[src/rtl/bcd_seq_converter.sv]
// bcd_seq_converter: sequential binary-to-BCD converter (shift-and-add-3).
// One BIN_W-bit value is converted over BIN_W+1 clocks using a start/busy/done handshake.
// The result registers (bcd/ovf/blank) hold the last result between conversions.
// Optional feature macro: BCD_LZ_BLANK_EN builds the registered leading-zero blanking mask.
//
// Handshake: ready=1 (IDLE or DONE) means a start seen on this rising edge is
// accepted and bin is sampled on that same edge. A start while busy is dropped,
// not queued. done is a one-cycle pulse, and bcd/ovf/blank already show the new
// result in that cycle.
module bcd_seq_converter #(
    parameter int BIN_W  = 14,
    parameter int DIGITS = 4
) (
    input  logic                  clk,
    input  logic                  rst_n,
    input  logic                  start,
    input  logic [BIN_W-1:0]      bin,
    output logic                  ready,
    output logic                  busy,
    output logic                  done,
    output logic [4*DIGITS-1:0]   bcd,
    output logic                  ovf,
    output logic [DIGITS-1:0]     blank
);

    localparam int BCD_W = 4 * DIGITS;
    localparam int CNT_W = $clog2(BIN_W + 1);

    typedef enum logic [1:0] {
        ST_IDLE  = 2'd0,
        ST_SHIFT = 2'd1,
        ST_DONE  = 2'd2
    } state_t;

    state_t            state_q, state_d;
    logic [BIN_W-1:0]  shift_q, shift_d;
    logic [BCD_W-1:0]  work_q,  work_d;
    logic [CNT_W-1:0]  cnt_q,   cnt_d;
    logic              ovf_w_q, ovf_w_d;
    logic [BCD_W-1:0]  bcd_q,   bcd_d;
    logic              ovf_q,   ovf_d;

    logic [BCD_W-1:0]  work_adj;
    logic [BCD_W-1:0]  work_shl;
    logic              carry_out;
    logic              last_shift;
    logic              load_res;

    // Add-3 correction on every work digit >= 5, then the combined left shift.
    always_comb begin
        work_adj = work_q;
        for (int i = 0; i < DIGITS; i++) begin
            if (work_q[4*i +: 4] >= 4'd5) begin
                work_adj[4*i +: 4] = work_q[4*i +: 4] + 4'd3;
            end
        end
        work_shl   = {work_adj[BCD_W-2:0], shift_q[BIN_W-1]};
        carry_out  = work_adj[BCD_W-1];
        last_shift = (cnt_q == CNT_W'(BIN_W - 1));
    end

    // Next-state and datapath control; the result registers are loaded on the
    // edge that enters DONE so they are already valid while done is high.
    always_comb begin
        state_d  = state_q;
        shift_d  = shift_q;
        work_d   = work_q;
        cnt_d    = cnt_q;
        ovf_w_d  = ovf_w_q;
        bcd_d    = bcd_q;
        ovf_d    = ovf_q;
        load_res = 1'b0;
        case (state_q)
            ST_IDLE, ST_DONE: begin
                if (start) begin
                    shift_d = bin;
                    work_d  = '0;
                    ovf_w_d = 1'b0;
                    cnt_d   = '0;
                    state_d = ST_SHIFT;
                end else begin
                    state_d = ST_IDLE;
                end
            end
            ST_SHIFT: begin
                shift_d = shift_q << 1;
                work_d  = work_shl;
                ovf_w_d = ovf_w_q | carry_out;
                cnt_d   = cnt_q + CNT_W'(1);
                if (last_shift) begin
                    state_d  = ST_DONE;
                    bcd_d    = work_shl;
                    ovf_d    = ovf_w_q | carry_out;
                    load_res = 1'b1;
                end
            end
            default: begin
                state_d = ST_IDLE;
            end
        endcase
    end

    // State, working registers and result registers with synchronous reset.
    always_ff @(posedge clk) begin
        if (!rst_n) begin
            state_q <= ST_IDLE;
            shift_q <= '0;
            work_q  <= '0;
            cnt_q   <= '0;
            ovf_w_q <= 1'b0;
            bcd_q   <= '0;
            ovf_q   <= 1'b0;
        end else begin
            state_q <= state_d;
            shift_q <= shift_d;
            work_q  <= work_d;
            cnt_q   <= cnt_d;
            ovf_w_q <= ovf_w_d;
            bcd_q   <= bcd_d;
            ovf_q   <= ovf_d;
        end
    end

`ifdef BCD_LZ_BLANK_EN
    logic [DIGITS-1:0] blank_q, blank_d;
    logic              zero_above;

    // Leading-zero mask from the result being loaded; digit 0 is never blanked.
    always_comb begin
        blank_d    = blank_q;
        zero_above = 1'b1;
        if (load_res) begin
            blank_d[0] = 1'b0;
            for (int k = DIGITS - 1; k >= 1; k--) begin
                zero_above = zero_above && (work_shl[4*k +: 4] == 4'd0);
                blank_d[k] = zero_above;
            end
        end
    end

    // Blank mask register, updated alongside bcd.
    always_ff @(posedge clk) begin
        if (!rst_n) begin
            blank_q <= '0;
        end else begin
            blank_q <= blank_d;
        end
    end

    assign blank = blank_q;
`else
    assign blank = '0;
`endif

    assign ready = (state_q == ST_IDLE) || (state_q == ST_DONE);
    assign busy  = (state_q == ST_SHIFT);
    assign done  = (state_q == ST_DONE);
    assign bcd   = bcd_q;
    assign ovf   = ovf_q;

endmodule
[config.mk]
export PLATFORM = sky130hd
export DESIGN_NAME = bcd_seq_converter
export DESIGN_NICKNAME = d
export VERILOG_FILES = /design/src/rtl/bcd_seq_converter.sv
export SDC_FILE = /design/constraint.sdc
export NUM_CORES = 1
export LEC_CHECK = 0
export BUFFER_PORTS_ARGS = -buffer_cell sky130_fd_sc_hd__buf_2
export CAP_MARGIN = 20
export CORE_ASPECT_RATIO = 1.4
export CORE_MARGIN = 3
export CORE_UTILIZATION = 50
export CTS_CLUSTER_SIZE = 30
export DETAILED_ROUTE_END_ITERATION = 16
export GPL_ROUTABILITY_DRIVEN = 0
export GPL_TIMING_DRIVEN = 0
export PLACE_DENSITY = 0.72
export SLEW_MARGIN = 30
export SYNTH_ARGS = -nofsm -noshare
export SYNTH_HDL_FRONTEND = slang
export SYNTH_SLANG_ARGS = --single-unit
[constraint.sdc]
create_clock -name clk -period 1.67 [get_ports clk]
set_input_delay 0.334 -clock clk [delete_from_list [all_inputs] [get_ports clk]]
set_output_delay 0.334 -clock clk [all_outputs]
set_load 0.01 [all_outputs]
After elaboration in Yosys (flattened, before gate mapping). Index checks and enable logic that the tools add are counted.

Latch bits: 0. Bits of input ports: 17. Bits in read-only memories: 0. Register bits: 54. Output and inout port bits: 24. Memories: 0. Logic and storage cells: 43. Memory bits (writable): 0.

Multipliers: 0. Magnitude comparators: 4. Div/mod/pow operators: 0. Reductions and logical operators: 6. Bitwise gates (word level): 1. Add/subtract/negate cells: 5. Muxes and demuxes: 15. Equal/unequal tests: 5. Shifts and indexed selects: 0.

Operators by type and width (number): one-hot mux 16 bit (2 select lines) (1); one-hot mux 14 bit (2 select lines) (1); two-way mux 4 bit (5); adder 4 x 2 -> 4 bit (second input constant) (4); greater-or-equal comparator 4 x 3 -> 1 bit (second input constant) (4); two-way mux 16 bit (1); two-way mux 14 bit (1); one-hot mux 4 bit (2 select lines) (1); adder 4 x 1 -> 4 bit (second input constant) (1); equality test 4 bit (second input constant) (1); one-hot mux 2 bit (2 select lines) (1); AND reduction 2 bit (2); equality test 2 x 1 -> 1 bit (second input constant) (1); equality test 2 bit (second input constant) (1); logical NOT 2 bit (1); two-way mux 1 bit (2); two-way mux 2 bit (1); inequality test 2 x 1 -> 1 bit (second input constant) (1); inequality test 2 bit (second input constant) (1); one-hot mux 1 bit (2 select lines) (1); nonzero test 2 bit (1); OR reduction 2 bit (1); logical OR 1 bit (1); bitwise OR 1 bit (1).

Longest topological paths before layout. Gate-level depths: netlist of the first run.

Word-level depth: 4. Mapped depth: 7. Mapped depth without buffers: 6.

Least setup slack after synthesis of the first run. OpenSTA, ideal clock, no wires.

Path kind: reg-to-reg. Start point: register work_q[12]. End point: register work_q[14]. Data arrival time: 1389 ps. Setup slack: 207 ps. Library setup time: 74 ps. Cell stages (with the launch flop): 7. Clock period less this slack: 1463 ps. Cell sequence: dfxtp_1 > inv_1 > ha_1 > nand2b_1 > a21oi_1 > mux2_2 > o21ai_0.

Longest elaborated chain between the ends: 3. Elaborated cells on any way between the ends: 4. Those cells by class: add/sub: 1; order compare: 1; mux: 2.

RTL lines: start, declared (line 37) `logic [BCD_W-1:0] work_q, work_d;`; start signal, assigned (line 116) `work_q <= work_d;`; adder 4 x 2 -> 4 bit or greater-or-equal comparator 4 x 3 -> 1 bit (tied branches) (line 54, 53); two-way mux 4 bit (*) (line 53) `if (work_q[4*i +: 4] >= 4'd5) begin`; one-hot mux 16 bit (2 select lines) (*) (line 73) `case (state_q)`.

Mark *: on every way between the ends. The rest lies on a longest branch, timed or not. A chain may end at the register's enable or synchronous reset.

Worst setup path in the final report of the first run.
Start point: register work_q[8]. End point: register bcd_q[10] (netlist: bcd[10]).

Longest elaborated chain between the ends: 2. Elaborated cells on any way between the ends: 3. Those cells by class: add/sub: 1; order compare: 1; mux: 1.

RTL lines: adder 4 x 2 -> 4 bit or greater-or-equal comparator 4 x 3 -> 1 bit (tied branches) (line 54, 53); two-way mux 4 bit (*) (line 53); end signal, assigned (line 111) `bcd_q <= '0;`; end signal, assigned (line 119) `bcd_q <= bcd_d;`; end, declared (line 40) `logic [BCD_W-1:0] bcd_q, bcd_d;`.

Marked as above.

==> metrics.txt, run 1 <==
Syn. warnings=0; final cell count without fillers=387; Pwr Density=800.8 nW/um^2; Placed Instances=~380; post-synthesis cell area=2466 um^2; via count=2073; CTS H-tree lvls=2; CTS tree=built; Max VDD drop=between 0.4 and 0.5 mV; #FFs+latches synth=54; Leak=~1.2 nW; Vias/cell=5.357; vias in the first global route=1949; CP Launch Type=register; final instance area=2860 um^2; die area=5823 um^2; largest net degree at the start of global routing=16; post-synth top area cell=dfxtp_1; Port Buffers=35; Seq/Total Area, Yosys=0.4384; Hold Slack=303.0 ps; FILL cells=460; wirelength, routed=5.278 mm; max-slew violation count=0; worst hold path endpoint=shift_q[2]; Root Buffer=clkbuf_8; crit share post-route=0.9537; initial antenna violation count=0; Worst Hold Depth=3; grt total ovfl=0; initial detailed-routing violation count=109; area growth from synthesis to layout=15.98%; Multi-input gate area=1254 um^2; Reg clk slew, reported paths=100 ps; TritonRoute pass-1 iters=4; worst r2r src=work_q[8]; register area=roughly 1100 um^2; WP data required=1910 ps; clk_skew=7.741 ps; worst skew pair latency=310 ps; Synth area leaders=dfxtp_1 (44%), nand2_1 (5.9%), a21boi_1 (5.2%); Critical Path, Cell by Cell=inv_1 > ha_4 > nand2b_1 > a21oi_2 > mux2_2 > o22ai_1; first-pass GRT wire length=8.838 mm; number of max-cap violations=0; Initial Util=0.5310; Post-synth EDFFs=0; # rows=29; Finished Core Util=0.6158; Post-synth ARST share=0; R2R cell count=6; min-delay src=bin[2]; crit end category=register; Worst Setup Path Type=register to register; Max FO, Critical Path=5; placed cell areas=2730 um^2; CTS Buffer Depth=2; die height=89.10 um; beginning of the critical path=work_q[8]; n_diodes=0; share of cells above drive strength 1=0.2277; WL per Instance=13.64 um; CP max stage delay=around 370 ps; status=completed; Die W=65.36 um; io pins=just over 40; arrival time worst endpoint=1830 ps; Mean Syn Cell Area=8.839 um^2; RR Endpoint=bcd[10]; DRC=0; number of routed nets with antenna violations=0; Final Hold Fails=0; Slew @ Worst Pin=523.3 ps; Pwr Total=2.291 mW; Post-Synthesis Cells=279; CTS buffer count=5; Slowest cell on crit path=mux2_2; CTS sink count=54; clock period minus worst slack=1593 ps; Overall Global Routing Usage=0.1967; Synth top area share=0.4384; Hold Buf Count CTS=0; Setup violations, final=0; Reg2Reg Setup Slack=80 ps; count of different cell masters after synthesis=38; Worst Hold Class=input port to register; relative slew slack=0.6511; Max Fclk=around 0.63 GHz; DPL Wire Length=3.747 mm; # nets final=351; CORE AREA=4644 um^2; ys flop type=dfxtp_1
[synth_stat cells (4+ instances only)]
master and number:
a21boi_1 17, a21oi_1 18, a22oi_1 15, buf_2 5, buf_4 6, clkbuf_1 6
dfxtp_1 54, ha_1 10, inv_1 11, mux2_2 4, nand2_1 39, nand2b_1 6
nand3_1 7, nor2_1 4, nor2b_1 7, nor3_1 4, nor3b_1 6, o211a_1 4
o21ai_0 20, o21ai_1 4, o22ai_1 8, xnor2_1 4
[power by group]
| part | switching, mW | internal [mW] | total [mW] |
|---|---|---|---|
| Clock | 0.413 | 0.336 | 0.748 |
| Sequential | 0.0184 | 1.32 | 1.33 |
| Combinational | 0.123 | 0.0849 | 0.208 |
[cells by family (layout without fill, tap and decap cells)]
kind of cell    after synthesis  after routing  synth area share
buf+inv                      33             76           0.07204
mux                           5              5           0.02232
flops                        54             54            0.4384
other cells                   1              4          0.001521
fa+ha+maj                    10             10           0.05074
xor+xnor                      4              4           0.01420
simple gates                 82             82            0.1705
compound gates               90             90            0.2303
[sequential cells by signal, summed over array words and instances, names as in the netlist]
| register | cells |
|---|---|
| bcd | 16 |
| work_q | 16 |
| shift_q | 14 |
| cnt_q | 4 |
| state_q | 2 |
| ovf | 1 |
| ovf_w_q | 1 |
[metal layers]
layer / wire length (um) / vias up / global-route usage / share of wire
li1: - / 1055 / - / -
met1: 2283 / 969 / 0.2267 / 0.43
met2: 2716 / 40 / 0.3530 / 0.51
met3: 189 / 9 / 0.03899 / 0.036
met4: 88 / 0 / 0.08302 / 0.017
met5: 0 / - / 0 / 0
[worst max-delay path, delay by kind of cell (launching register included)]
family | cells | cell delay [ps]
AOI/OAI and AO/OA | 2 | 370
adders and majority gates | 1 | 180
buffers and inverters | 1 | 140
DFF | 1 | 360
muxes | 1 | 370
and+or+nand+nor | 1 | 90
[how the worst max path moves through the flow]
stage,to,slack [ps]
2_1_floorplan,work_q[14],210
6_report,bcd[10],80
5_1_grt,bcd[10],-30
3_5_place_dp,bcd[10],50
3_3_place_gp,bcd[6],90
4_1_cts,work_q[14],10
[cell usage in the layout, fill, tap and decap left out, drive strengths merged]
| cell | n |
|---|---|
| conb | 4 |
| a21boi | 17 |
| dfxtp | 54 |
| mux2i | 1 |
| buf | 48 |
| and2 | 1 |
| nand3b | 1 |
| clkbuf | 15 |
| nand2b | 6 |
| o211a | 4 |
| nand3 | 7 |
| mux2 | 4 |
| inv | 12 |
| clkinv | 1 |
| and2b | 1 |
| nor2 | 6 |
| a22oi | 15 |
| nand4 | 1 |
| nor3 | 4 |
| o21a | 1 |
| o21ai | 24 |
| nor2b | 7 |
| a21oi | 18 |
| and3 | 2 |
| xnor2 | 4 |
| o211ai | 1 |
| nand2 | 40 |
| nor3b | 6 |
| ha | 10 |
| a31oi | 2 |
| o22ai | 8 |
[final cells by class]
type,count,area share
plain buffers,20,0.04199
clock buffers,7,0.03018
clock inverters,1,0.001750
inverters,12,0.01837
multi-input cells,195,0.4383
flip-flops and latches,54,0.3784
well taps,62,0.02712
repair buffers,36,0.06387
[metrics by stage]
step | setup slack, ps | setup TNS [ps]
2_1_floorplan | 207.0 | 0
3_3_place_gp | 87.70 | 0
3_5_place_dp | 46.78 | 0
4_1_cts | 13.62 | 0
5_1_grt | -29.53 | -34.41
6_report | 77.36 | 0
[timing repair]
action / in CTS / in global routing
endpoints found under the setup margin: 1 / 8
pin swaps: 0 / 1
setup buffers: 0 / 1
gates resized for setup: 0 / 10
(Power assumes the default switching activity.)
==> run 2, diff against run 1 <==
ABC_AREA = 1   (was not set)
ABC_CLOCK_PERIOD_IN_PS = 1670   (was not set)
PLACE_DENSITY = not set   (was 0.72)
PLACE_DENSITY_LB_ADDON = 0.3   (was not set)
==> run 2 against run 1 <==
Against the previous run:
- highest routed layer unchanged
- hold slack worse by 26 ps
- synthesized area grew 5.6%
- fmax increased by 6.8%
- combinational power rose by 4%
- critical path depth shrank 2
- clock-buffer cell count is the same
- first-iteration DRC count rose by 15%
- largest power group unchanged
- wire length increased by 6.6%
==> metrics.txt, run 2 <==
DPL Wire Length=4.358 mm (was 3.747 mm); arrival time worst endpoint=1160 ps (was 1830 ps); largest net degree at the start of global routing=17 (was 16); CP Launch Type=register (unchanged); n_diodes=0 (unchanged); wirelength, routed=5.625 mm (was 5.278 mm); Max VDD drop=0.6258 mV (was 0.4907 mV); Root Buffer=clkbuf_8 (unchanged); area growth from synthesis to layout=14.32% (was 15.98%); Vias/cell=4.987 (was 5.357); min-delay src=bin[0] (was bin[2]); # nets final=437 (was 351); Multi-input gate area=1251 um^2 (was 1254 um^2); initial detailed-routing violation count=125 (was 109); first-pass GRT wire length=9.577 mm (was 8.838 mm); final cell count without fillers=475 (was 387); Pwr Density=790.0 nW/um^2 (was 800.8 nW/um^2); TNS Setup=0 ps (unchanged); relative slew slack=0.6307 (was 0.6511); Worst Hold Class=input port to register (unchanged); FILL cells=513 (was 460); CTS buffer count=5 (unchanged); Synth area leaders=dfxtp_1 (42%), nand2_1 (18%), nand3_1 (6.7%) (was dfxtp_1 (44%), nand2_1 (5.9%), a21boi_1 (5.2%)); clk_skew=9.925 ps (was 7.741 ps); share of cells above drive strength 1=0.1679 (was 0.2277); commonest non-fill, non-tap cells in the layout=nand2_1 (123), dfxtp_1 (53), buf_2 (36) (was dfxtp_1 (53), nand2_1 (39), buf_2 (39)); Pwr Total=2.351 mW (was 2.291 mW); post-synth top area cell=dfxtp_1 (unchanged); Hold Slack=277.4 ps (was 303.0 ps); R2R cell count=9 (was 6); CTS tree=built (unchanged); Worst Hold Depth=3 (unchanged); Worst Setup Path Type=register to output pin (was register to register); max-slew violation count=0 (unchanged); Post-synth EDFFs=0 (unchanged); Pint=1.780 mW (was 1.736 mW); WP data required=1340 ps (was 1910 ps); worst hold path endpoint=shift_q[0] (was shift_q[2]); via count=2369 (was 2073); Hold Buf Count CTS=0 (unchanged); Switching Share=0.2429 (was 0.2419); Seq/Total Area, Yosys=0.4152 (was 0.4384); count of different cell masters after synthesis=24 (was 38); Max Fclk=0.6708 GHz (was 0.6279 GHz); Synth top area share=0.4152 (was 0.4384); clock period minus worst slack=1491 ps (was 1593 ps); vias in the first global route=2205 (was 1949); CTS Buffer Depth=2 (unchanged); TritonRoute pass-1 iters=4 (unchanged); post-synthesis cell area=2604 um^2 (was 2466 um^2); RSZ-0062 raised after global routing=no; Leak=1.363 nW (was 1.191 nW); Reg clk slew, reported paths=100 ps (about the same); crit end category=output pin (was register); Slew @ Worst Pin=554.0 ps (was 523.3 ps); Overall Global Routing Usage=0.1994 (was 0.1967); Flop pwr share=0.569 (was 0.583); status=completed (unchanged); CTS sink count=54 (unchanged); Final Hold Fails=0 (unchanged); Synth top cells by count=nand2_1 (123), dfxtp_1 (54), nand3_1 (35), inv_1 (33), a21oi_1 (22) (was dfxtp_1 (54), nand2_1 (39), o21ai_0 (20), a21oi_1 (18), a21boi_1 (17)); register area=1082 um^2 (unchanged); ys flop type=dfxtp_1 (unchanged); Die W=66.99 um (was 65.36 um); grt total ovfl=0 (unchanged); crit share post-route=0.8926 (was 0.9537); Port Buffers=36 (was 35); Reg2Reg Setup Slack=200 ps (was 80 ps); RR Endpoint=bcd[5] (was bcd[10]); worst skew pair latency=310 ps (about the same); io pins=41 (unchanged); most common cell after layout, fill and taps aside=nand2_1 (was dfxtp_1); Post-Synthesis Cells=365 (was 279); Max FO, Critical Path=17 (was 5); Syn. warnings=0 (unchanged); most numerous cell in the Yosys netlist=nand2_1 (was dfxtp_1); switching pwr=0.5711 mW (was 0.5542 mW); CTS H-tree lvls=2 (unchanged); Initial Util=0.5255 (was 0.5310); #FFs+latches synth=54 (unchanged); # rows=30 (was 29); die area=6122 um^2 (was 5823 um^2); Placed Instances=468 (was 379); Setup violations, final=0 (unchanged); number of max-cap violations=0 (unchanged); DRC=0 (unchanged); initial antenna violation count=0 (unchanged); number of routed nets with antenna violations=0 (unchanged); WL per Instance=11.84 um (was 13.64 um); Mean Syn Cell Area=7.134 um^2 (was 8.839 um^2); Logic pwr share=0.092 (was 0.091); post-CTS setup buffers=0 (unchanged); die height=91.39 um (was 89.10 um); CORE AREA=4955 um^2 (was 4644 um^2); Clock Power Share=0.340 (was 0.327); worst r2r src=work_q[4] (was work_q[8]); Post-synth ARST share=0 (unchanged)
run 2: cell count changes after synthesis, moves of 11 or more:
cell and change:
a21boi_1 -17, a22oi_1 -15, a31oi_1 +11, inv_1 +22, nand2_1 +84, nand3_1 +28
nor2_1 +16
run 2: per-stage QoR:
stage               setup slack (ps)    util  instance area (um^2)
floorplan                      440.3       -                  2615
global placement               229.2  0.5803                  2875
detailed placement             222.3  0.5803                  2875
CTS                            11.49  0.6018                  2982
global route                   36.44  0.6008                  2977
finish                         179.3  0.6008                  2977
run 2: logic make-up after synthesis:
kind of cell / share of synthesized area
flip-flops: 0.4152
buffers and inverters: 0.1086
other: 0.001440
AO/OA/AOI/OAI: 0.1091
multiplexers: 0.003844
AND/OR/NAND/NOR: 0.3138
adder cells (fa/ha/maj): 0.04805
run 2: power by group through the flow:
| stage | clock, mW | combinational, mW | sequential [mW] |
|---|---|---|---|
| floorplan | 0 | 0.155 | 1.36 |
| detailed placement | 0 | 0.222 | 1.37 |
| global placement | 0 | 0.218 | 1.37 |
| CTS | 0.816 | 0.223 | 1.34 |
| global route | 0.875 | 0.245 | 1.34 |
| finish | 0.799 | 0.216 | 1.34 |
run 2: critical path: stages (launching register included):
cell and delay (ps):
dfxtp_1 310, inv_1 100, nand2_4 100, inv_4 170
buf_2 160
run 2: worst max path at each step:
stage | start | end | slack (ps) | cells past startpoint
CTS | state_q[1] | busy | 10 | 5
detailed placement | work_q[4] | bcd[5] | 220 | 9
global placement | work_q[4] | bcd[5] | 230 | 9
floorplan | work_q[0] | bcd[1] | 440 | 9
finish | state_q[1] | busy | 180 | 4
global route | work_q[4] | bcd[5] | 40 | 9
run 2: area by class of cell:
| cell class | instances | share of cell area |
|---|---|---|
| plain buffers | 17 | 0.04414 |
| clock inverters | 1 | 0.002942 |
| multi-input cells | 258 | 0.4203 |
| flip-flops and latches | 54 | 0.3636 |
| repair buffers | 36 | 0.06053 |
| inverters | 38 | 0.04918 |
| clock buffers | 7 | 0.03237 |
| well taps | 64 | 0.02690 |
run 2: timing repair:
item,4_1_cts,5_1_grt
gates cloned,0,0
setup endpoints to repair,1,1
gates resized for setup,1,1
run 2: metal layers:
metal / GRT usage / wire (um) / part of all wire
met3: 0.03713 / 220 / 0.039
met4: 0.07107 / 101 / 0.018
met2: 0.3626 / 2940 / 0.52
met5: 0 / 0 / 0
met1: 0.2227 / 2362 / 0.42
==> run 3, diff against run 2 <==
BUFFER_PORTS_ARGS = not set   (was -buffer_cell sky130_fd_sc_hd__buf_2)
CELL_PAD_IN_SITES_DETAIL_PLACEMENT = 2   (was not set)
CELL_PAD_IN_SITES_GLOBAL_PLACEMENT = 2   (was not set)
CORE_UTILIZATION = 35   (was 50)
DONT_BUFFER_PORTS = 1   (was not set)
==> run 3 against run 2 <==
Against the previous run:
- clock power rose by 14%
- hold slack got worse by 120 ps
- clock skew rose by 0.85 ps
- total power rose by 4.7%
- setup slack got worse by 58 ps
- sequential cell count did not move
- non-clock buffer count fell by 34
- critical path type unchanged
- critical path depth fell by 1
- utilization fell by 19 points
- via count rose by 4.0%
- sequential power barely moved
- first-iteration DRC count fell by 39%
==> metrics.txt, run 3 (synthesized netlist as in run 2, its figures left out) <==
n_diodes=0 (unchanged); number of routed nets with antenna violations=0 (unchanged); number of max-cap violations=0 (unchanged); Initial Util=0.3682 (was 0.5255); dpl ws=84.66 ps (was 222.3 ps); die area=8525 um^2 (was 6122 um^2); Overall Global Routing Usage=0.2001 (was 0.1994); Reg clk slew, reported paths=100 ps (about the same); DPL Wire Length=5.943 mm (was 4.358 mm); CTS Buffer Depth=2 (unchanged); Pint=1.836 mW (was 1.780 mW); final instance area=2878 um^2 (was 2977 um^2); Setup violations, final=0 (unchanged); placed cell areas=2734 um^2 (was 2875 um^2); WL per Instance=16.73 um (was 11.84 um); area growth from synthesis to layout=10.52% (was 14.32%); Vias/cell=5.218 (was 4.987); Root Buffer=clkbuf_8 (unchanged); CTS tree=built (unchanged); Leak=1.211 nW (was 1.363 nW); crit end category=output pin (unchanged); final cell count without fillers=472 (was 475); Logic pwr share=0.086 (was 0.092); Clock Power Share=0.371 (was 0.340); Placed Instances=463 (was 468); worst skew pair latency=330 ps (was 310 ps); RSZ-0062 raised after global routing=no (unchanged); clock period minus worst slack=1549 ps (was 1491 ps); CTS sink count=54 (unchanged); R2R cell count=9 (unchanged); status=completed (unchanged); wirelength, routed=7.896 mm (was 5.625 mm); min-delay src=rst_n (was bin[0]); Reg2Reg Setup Slack=170 ps (was 200 ps); Pwr Total=2.462 mW (was 2.351 mW); grt total ovfl=0 (unchanged); Slew @ Worst Pin=691.8 ps (was 554.0 ps); Die W=78.90 um (was 66.99 um); max-slew violation count=0 (unchanged); commonest non-fill, non-tap cells in the layout=nand2_1 (121), dfxtp_1 (54), nand3_1 (34) (was nand2_1 (123), dfxtp_1 (53), buf_2 (36)); post-route setup slack=121.0 ps (was 179.3 ps); CORE AREA=7072 um^2 (was 4955 um^2); worst hold path endpoint=cnt_q[0] (was shift_q[0]); Final Hold Fails=0 (unchanged); clk_skew=10.78 ps (was 9.925 ps); die height=108.1 um (was 91.39 um); most common cell after layout, fill and taps aside=nand2_1 (unchanged); initial antenna violation count=0 (unchanged); relative slew slack=0.5388 (was 0.6307); Switching Share=0.2542 (was 0.2429); Flop pwr share=0.543 (was 0.569); vias in the first global route=2691 (was 2205); io pins=41 (unchanged); TritonRoute pass-1 iters=4 (unchanged); Pwr Density=855.5 nW/um^2 (was 790.0 nW/um^2); arrival time worst endpoint=1220 ps (was 1160 ps); Worst Setup Path Type=register to output pin (unchanged); CTS buffer count=5 (unchanged); crit share post-route=0.9276 (was 0.8926); first-pass GRT wire length=13.20 mm (was 9.577 mm); Max FO, Critical Path=10 (was 17); worst r2r src=work_q[5] (was work_q[4]); TNS Setup=0 ps (unchanged); Worst Hold Depth=2 (was 3); WP data required=1340 ps (about the same); via count=2463 (was 2369); switching pwr=0.6259 mW (was 0.5711 mW); Worst Hold Class=input port to register (unchanged); CP Launch Type=register (unchanged); DRC=0 (unchanged); initial detailed-routing violation count=76 (was 125); # rows=36 (was 30); # nets final=403 (was 437); Port Buffers=0 (was 36); CTS H-tree lvls=2 (unchanged); largest net degree at the start of global routing=17 (unchanged); Max VDD drop=0.5452 mV (was 0.6258 mV); share of cells above drive strength 1=0.09549 (was 0.1679); RR Endpoint=bcd[5] (unchanged); Max Fclk=0.6456 GHz (was 0.6708 GHz)
## run 3: cell count changes in the layout (fill, tap and decap cells not counted), sizes merged
cell,previous run,this run
bufinv,0,1
buf,49,15
clkinvlp,0,1
clkinv,2,1
clkbuf,11,10
## run 3: how the worst max path moves through the flow
| stage | start | end | slack, ps |
|---|---|---|---|
| after floorplan | work_q[0] | bcd[1] | 440 |
| after global placement | cnt_q[0] | bcd[2] | 120 |
| after detailed placement | cnt_q[0] | bcd[2] | 80 |
| after CTS | cnt_q[0] | bcd[2] | 30 |
| after global routing | work_q[4] | bcd[5] | 7 |
| final | state_q[0] | busy | 120 |
## run 3: metrics by stage
step / util / hold WS, ps
after floorplan: - / 439.0
after global placement: 0.3866 / 452.7
after detailed placement: 0.3866 / 470.8
after CTS: 0.4022 / 143.2
after global routing: 0.4069 / 159.2
final: 0.4069 / 154.3
## run 3: layout make-up
| class | instances | area, um^2 |
|---|---|---|
| tap | 95 | 118.9 |
| clock inverter | 2 | 37.54 |
| timing repair buffer | 1 | 20.02 |
| fill | 866 | 4194 |
| buffer | 18 | 142.6 |
| sequential | 54 | 1081 |
| inverter | 38 | 143.9 |
| multi-input combinational | 258 | 1261 |
| clock buffer | 6 | 72.57 |
## run 3: power groups by stage
stage	clock network [mW]	registers, mW	logic, mW
floorplan	0	1.36	0.155
global placement	0	1.37	0.206
detailed placement	0	1.37	0.213
CTS	0.942	1.34	0.215
global route	0.986	1.34	0.237
finish	0.912	1.34	0.212
## run 3: per-layer routing
metal	track usage	wire length, um
met1	0.2101	3085
met2	0.3815	4274
met5	0	0
met3	0.04333	327
met4	0.07985	208
## run 3: worst max-delay path, cell delays in order (launching register included)
cell	delay (ps)
dfxtp_1	420
nand2_4	120
inv_2	160
buf_6	190
## run 3: what timing repair did
action | CTS | global route
setup buffers | 0 | 1
resized for setup | 0 | 4
hold buffers | 0 | 0
setup endpoints to repair | 0 | 9
